==> src/rtl/pong_pkg.sv <==
// Shared types and helpers for the pong paddle controllers.
// Channel FSM states, button direction encodings and the paddle travel limit.
package pong_pkg;

  typedef enum logic [1:0] {
    IDLE   = 2'd0,
    HOLD   = 2'd1,
    REPEAT = 2'd2,
    LOCK   = 2'd3
  } chan_state_t;

  // dir = {btn_left, btn_right}
  localparam logic [1:0] DIR_NONE  = 2'b00;
  localparam logic [1:0] DIR_LEFT  = 2'b10;
  localparam logic [1:0] DIR_RIGHT = 2'b01;
  localparam logic [1:0] DIR_BOTH  = 2'b11;

  function automatic int max_pos(input int bit_width, input int size);
    return (1 << bit_width) - 1 - size;
  endfunction

endpackage

==> src/rtl/paddle_channel.sv <==
// One paddle: press-to-step with tick-timed auto-repeat, bounded position, reload while disabled.
// Latency 1 cycle from buttons to pos/moved; no backpressure, buttons are sampled every cycle.
module paddle_channel
  import pong_pkg::*;
#(
  parameter int BIT_WIDTH    = 4,
  parameter int SIZE         = 4,
  parameter int MIN_POS      = 1,
  parameter int START        = 7,
  parameter int REPEAT_DELAY = 4,
  parameter int REPEAT_RATE  = 2
) (
  input  logic                 clk,
  input  logic                 rst,
  input  logic                 en,
  input  logic                 tick,
  input  logic                 btn_left,
  input  logic                 btn_right,
  output logic [BIT_WIDTH-1:0] pos,
  output logic                 moved
);

  localparam int MAX_P    = max_pos(BIT_WIDTH, SIZE);
  localparam int SPAN_DR  = (REPEAT_DELAY > REPEAT_RATE) ? REPEAT_DELAY : REPEAT_RATE;
  localparam int CNT_SPAN = (SPAN_DR > 2) ? SPAN_DR : 2;
  localparam int CW       = $clog2(CNT_SPAN);

  localparam logic [BIT_WIDTH-1:0] POS_MIN   = BIT_WIDTH'(MIN_POS);
  localparam logic [BIT_WIDTH-1:0] POS_MAX   = BIT_WIDTH'(MAX_P);
  localparam logic [BIT_WIDTH-1:0] POS_START = BIT_WIDTH'(START - 1);
  localparam logic [CW-1:0]        DELAY_TC  = CW'((REPEAT_DELAY == 0) ? 0 : REPEAT_DELAY - 1);
  localparam logic [CW-1:0]        RATE_TC   = CW'(REPEAT_RATE - 1);

  chan_state_t          state;
  logic [1:0]           dir;
  logic [1:0]           hold_dir;
  logic [CW-1:0]        cnt;
  logic [BIT_WIDTH-1:0] step_pos;
  logic                 step_ok;

  assign dir = {btn_left, btn_right};

  // Candidate step for the current direction; a blocked step keeps pos and reports no move.
  always_comb begin
    step_pos = pos;
    step_ok  = 1'b0;
    if (dir == DIR_LEFT && pos > POS_MIN) begin
      step_pos = pos - 1'b1;
      step_ok  = 1'b1;
    end else if (dir == DIR_RIGHT && pos < POS_MAX) begin
      step_pos = pos + 1'b1;
      step_ok  = 1'b1;
    end
  end

  always_ff @(posedge clk) begin
    if (rst) begin
      state    <= IDLE;
      pos      <= POS_START;
      cnt      <= '0;
      hold_dir <= DIR_NONE;
      moved    <= 1'b0;
    end else begin
      moved <= 1'b0;
      if (!en) begin
        // Anything held across enable stays locked until released.
        pos   <= POS_START;
        cnt   <= '0;
        state <= (dir != DIR_NONE) ? LOCK : IDLE;
        moved <= (pos != POS_START);
      end else begin
        case (state)
          IDLE: begin
            case (dir)
              DIR_LEFT, DIR_RIGHT: begin
                pos      <= step_pos;
                moved    <= step_ok;
                cnt      <= '0;
                hold_dir <= dir;
                state    <= HOLD;
              end
              DIR_BOTH: state <= LOCK;
              default:  state <= IDLE;
            endcase
          end
          HOLD: begin
            if (dir == DIR_NONE) begin
              state <= IDLE;
            end else if (dir != hold_dir) begin
              state <= LOCK;
            end else if (tick && REPEAT_DELAY != 0) begin
              if (cnt == DELAY_TC) begin
                pos   <= step_pos;
                moved <= step_ok;
                cnt   <= '0;
                state <= REPEAT;
              end else begin
                cnt <= cnt + 1'b1;
              end
            end
          end
          REPEAT: begin
            if (dir == DIR_NONE) begin
              state <= IDLE;
            end else if (dir != hold_dir) begin
              state <= LOCK;
            end else if (tick) begin
              if (cnt == RATE_TC) begin
                pos   <= step_pos;
                moved <= step_ok;
                cnt   <= '0;
              end else begin
                cnt <= cnt + 1'b1;
              end
            end
          end
          default: begin
            if (dir == DIR_NONE) state <= IDLE;
          end
        endcase
      end
    end
  end

endmodule

==> src/rtl/paddle_array_ctrl.sv <==
// N independent paddle channels with packed position outputs and bound flags.
// Latency 1 cycle for pos/moved, at_min/at_max follow pos combinationally; no backpressure.
module paddle_array_ctrl
  import pong_pkg::*;
#(
  parameter int NUM_PLAYERS  = 2,
  parameter int BIT_WIDTH    = 4,
  parameter int SIZE         = 4,
  parameter int MIN_POS      = 1,
  parameter int START        = 7,
  parameter int REPEAT_DELAY = 4,
  parameter int REPEAT_RATE  = 2
) (
  input  logic                             clk,
  input  logic                             rst,
  input  logic                             en,
  input  logic                             tick,
  input  logic [NUM_PLAYERS-1:0]           btn_left,
  input  logic [NUM_PLAYERS-1:0]           btn_right,
  output logic [NUM_PLAYERS*BIT_WIDTH-1:0] pos,
  output logic [NUM_PLAYERS-1:0]           moved,
  output logic [NUM_PLAYERS-1:0]           at_min,
  output logic [NUM_PLAYERS-1:0]           at_max
);

  localparam int MAX_P = max_pos(BIT_WIDTH, SIZE);
  localparam logic [BIT_WIDTH-1:0] POS_MIN = BIT_WIDTH'(MIN_POS);
  localparam logic [BIT_WIDTH-1:0] POS_MAX = BIT_WIDTH'(MAX_P);

  if (START - 1 < MIN_POS || START - 1 > MAX_P) begin : g_bad_start
    $error("paddle_array_ctrl: START-1 outside [MIN_POS, MAX_POS]");
  end
  if (REPEAT_RATE < 1) begin : g_bad_rate
    $error("paddle_array_ctrl: REPEAT_RATE must be at least 1");
  end

  for (genvar i = 0; i < NUM_PLAYERS; i++) begin : g_chan
    paddle_channel #(
      .BIT_WIDTH   (BIT_WIDTH),
      .SIZE        (SIZE),
      .MIN_POS     (MIN_POS),
      .START       (START),
      .REPEAT_DELAY(REPEAT_DELAY),
      .REPEAT_RATE (REPEAT_RATE)
    ) u_chan (
      .clk      (clk),
      .rst      (rst),
      .en       (en),
      .tick     (tick),
      .btn_left (btn_left[i]),
      .btn_right(btn_right[i]),
      .pos      (pos[i*BIT_WIDTH +: BIT_WIDTH]),
      .moved    (moved[i])
    );
  end

  always_comb begin
    at_min = '0;
    at_max = '0;
    for (int i = 0; i < NUM_PLAYERS; i++) begin
      at_min[i] = (pos[i*BIT_WIDTH +: BIT_WIDTH] == POS_MIN);
      at_max[i] = (pos[i*BIT_WIDTH +: BIT_WIDTH] == POS_MAX);
    end
  end

endmodule

==> config.mk <==
export PLATFORM = sky130hd
export DESIGN_NAME = paddle_array_ctrl
export DESIGN_NICKNAME = d
export VERILOG_FILES = /design/src/rtl/pong_pkg.sv /design/src/rtl/paddle_channel.sv /design/src/rtl/paddle_array_ctrl.sv
export SDC_FILE = /design/constraint.sdc
export NUM_CORES = 1
export LEC_CHECK = 0
export ABC_AREA = 1
export BUFFER_PORTS_ARGS = -buffer_cell sky130_fd_sc_hd__buf_2
export CORE_ASPECT_RATIO = 2
export CORE_UTILIZATION = 59
export DETAILED_ROUTE_END_ITERATION = 8
export GPL_TIMING_DRIVEN = 0
export HOLD_SLACK_MARGIN = 0.05
export PLACE_DENSITY = 0.8
export SYNTH_ARGS = -nofsm -noshare
export SYNTH_HDL_FRONTEND = slang
export SYNTH_SLANG_ARGS = --single-unit
==> constraint.sdc <==
create_clock -name clk -period 1.65 [get_ports clk]
set_input_delay 0.33 -clock clk [delete_from_list [all_inputs] [get_ports clk]]
set_output_delay 0.33 -clock clk [all_outputs]
set_load 0.05 [all_outputs]
==> flow_summary.json <==
{
  "drv_cap": 0,
  "routedWlPerCell_um": 12.4,
  "synthAdderAreaFrac_pct": 17.7,
  "highest_layer": "met4",
  "path_cells": "inv_2 -> ha_4 -> inv_2 -> nand2_2 -> nand2_1 -> nand2_1 -> a21oi_4 -> nand2_4 -> nand2_1 -> o211ai_2",
  "fin_hold_ws_ps": 313,
  "setup_viol": 0,
  "synth_edf_count": 0,
  "initial_core_util_pct": 62.2,
  "reg2reg_from": "g_chan[1].u_chan.state[0]$_SDFFE_PP0P_",
  "finalMaxSlewViolations": 0,
  "area_growth_pct": 16.7,
  "dieWidth_um": 44.4,
  "final_nets": 382,
  "switching_share_pct": 41.8,
  "worst_pin_slew_ps": 579,
  "grt_max_degree": 13,
  "dp_cells": 384,
  "portBuffers": 21,
  "r2r_slack_ps": 60,
  "cpMostUsedCell": "nand2_1",
  "ant_nets": 0,
  "grt_pass1_vias": 1956,
  "reg2regPathDepth": 10,
  "final_cell_mix": "nand2_1 (81), inv_1 (31), nand3_1 (25)",
  "worstHoldStart": "rst",
  "synth_compound_area_share_pct": 13.3,
  "path_delay_family": "simple AND/OR/NAND/NOR gates",
  "slew_headroom_pct": 61.2,
  "hold_class": "in2reg",
  "wl_met2_um": 2760,
  "synth_area_sq_mm": 0.00212,
  "run_status": "complete, no violations",
  "drt-met1-wl_um": 1740,
  "postSynth.asyncResetShare_pct": 0,
  "end_kind": "flip-flop",
  "ctsLongestPathBuffers": 2,
  "ys.warnings.count": 0,
  "synthCells": 315,
  "hold_viol": 0,
  "p_per_area_mw_per_mm2": 714,
  "cts_made_buffers": 3,
  "insertion_delay_ps": 270,
  "combPwrFrac_pct": 45.3,
  "p_switching_w": 0.000741,
  "clkTransAtPathRegs_ps": 80,
  "min_to": "g_chan[1].u_chan.state[1]$_SDFFE_PP0P_",
  "p_seq_share_pct": 35.0,
  "slowest_delay_ps": 380,
  "critical-path-slowest-cell": "dfxtp_4",
  "worstSetupPathType": "reg2reg",
  "ys_types": 33,
  "worstPathRequired_ps": 1770,
  "fin_crit_ps": 1590,
  "clkPwrFrac_pct": 19.7,
  "num_vias": 2073,
  "htreeDepth": 1,
  "cp_num_buf_inv": 2,
  "dr.first_iter.drc_count": 59,
  "dr_wl_met3_um": 172,
  "synth_top_cells_by_area": "dfxtp_1 (21%), ha_1 (18%), nand2_1 (14%)",
  "hold_depth": 2,
  "wl_um": 4860,
  "row_count": 30,
  "yosysSeqAreaShare_pct": 20.7,
  "synth_top_family_by_area": "simple AND/OR/NAND/NOR gates",
  "cts_tree": "yes",
  "synth-main-ff-cell": "dfxtp_1",
  "cts_sinks": 22,
  "synth_top_area_cell": "dfxtp_1",
  "power_w": 0.00177,
  "core_sq_mm": 0.00342,
  "period_share_pct": 96.5,
  "clock.fmax_mhz": 628,
  "die-area_sq_mm": 0.00386,
  "ir_worst_vdd_mv": 0.496,
  "postCtsHoldBufs": 0,
  "p_int_w": 0.00103,
  "synth_top_area_share_pct": 20.7,
  "synth-simple-area-share_pct": 34.5,
  "grt_first_pass_wirelength_um": 7810,
  "fin_skew_ps": 4.41,
  "grt_antenna_before_repair": 0,
  "drive_gt1_share_pct": 25.1,
  "r2r-end": "g_chan[1].u_chan.pos[1]$_SDFFE_PP1P_",
  "arrival_ps": 1720,
  "route.detailed.drc": 0,
  "synth_seq_cells": 22,
  "gp_congestion": 0.926,
  "hpwl_um": 3860,
  "diodes": 0,
  "dr.pass1.iters": 4,
  "clockRootBuffer": "clkbuf_8",
  "via_per_inst": 5.30,
  "synthMuxAreaShare_pct": 0,
  "grt_overflow": 0,
  "die_y_um": 86.9,
  "track_usage_pct": 26.6,
  "synthesis.nets": 353,
  "io_pins": 22,
  "static-leakage-power_nw": 1.18,
  "synth-xor-area-share_pct": 3.30,
  "critPathLaunchType": "flip-flop",
  "postSynthAreaPerCell_sq_um": 6.74,
  "path_max_fanout": 6,
  "stdcell_count": 391,
  "mostFrequentLayoutCell": "nand2_1"
}
[Yosys cell counts (all sizes together) (2+ instances only)]
cell and instances:
o21ai 18, dfxtp 22, o211ai 2, nand4 10, nand3 28, ha 30, xnor2 3, a21oi 21
nand2 90, buf 6, nor2 27, inv 45, xor2 5
[state kept, by name, indices dropped and copies added, names as in the netlist]
register and cells:
g_chan.u_chan.state 4, g_chan.u_chan.moved 2, g_chan.u_chan.pos 8, g_chan.u_chan.hold_dir 4, g_chan.u_chan.cnt 4
[worst max path at each step]
stage | cells after the start | to | from
final | 10 | g_chan[1].u_chan.pos[1]$_SDFFE_PP1P_ | g_chan[1].u_chan.state[0]$_SDFFE_PP0P_
after floorplan | 8 | g_chan[1].u_chan.pos[1]$_SDFFE_PP1P_ | g_chan[1].u_chan.pos[1]$_SDFFE_PP1P_
after global routing | 4 | at_max[1] | g_chan[1].u_chan.pos[1]$_SDFFE_PP1P_
after global placement | 10 | g_chan[1].u_chan.pos[1]$_SDFFE_PP1P_ | btn_left[1]
after detailed placement | 10 | g_chan[1].u_chan.pos[1]$_SDFFE_PP1P_ | btn_left[1]
after CTS | 4 | at_max[0] | g_chan[0].u_chan.pos[0]$_SDFFE_PP0P_
[metal layers]
metal / vias up / GRT usage (%)
met2: 66 / 52.0
met5: - / 0
met4: 0 / 16.5
li1: 1063 / -
met1: 925 / 24.1
met3: 19 / 2.28
[stage by stage]
step	cell area [sq um]	setup slack [ps]	setup TNS (ps)	util, %
after floorplan	2170	15.3	0	-
after global placement	2340	-30.8	-69.7	68.4
after detailed placement	2340	-69.2	-246	68.4
after CTS	2400	1.74	0	70.4
after global routing	2480	-0.890	-0.890	72.6
final	2480	57.8	0	72.6
[power groups by stage]
stage          Combinational (W)  Clock [W]  Sequential (W)
4_1_cts                 0.000752   0.000355        0.000615
3_5_place_dp            0.000741          0        0.000628
3_3_place_gp            0.000729          0        0.000626
2_1_floorplan           0.000553          0        0.000652
5_1_grt                 0.000880   0.000375        0.000628
6_report                0.000802   0.000349        0.000620
[cell type report]
type	count	area [sq um]
flip-flops and latches	22	462
repair buffers	24	139
plain buffers	6	50.0
multi-input cells	241	1550
inverters	46	174
clock buffers	4	45.0
fillers	292	936
well taps	48	60.1
[logic make-up after synthesis]
group           count (synthesis)
simple gates                  159
buf+inv                        52
compound gates                 44
fa+ha+maj                      30
flops                          22
xor+xnor                        8
[timing repair]
action / CTS / global route
setup buffers: 1 / 2
resized for setup: 7 / 21
setup endpoints to repair: 9 / 13
pin swaps: 1 / 7
Power figures use the tool's default switching activity.
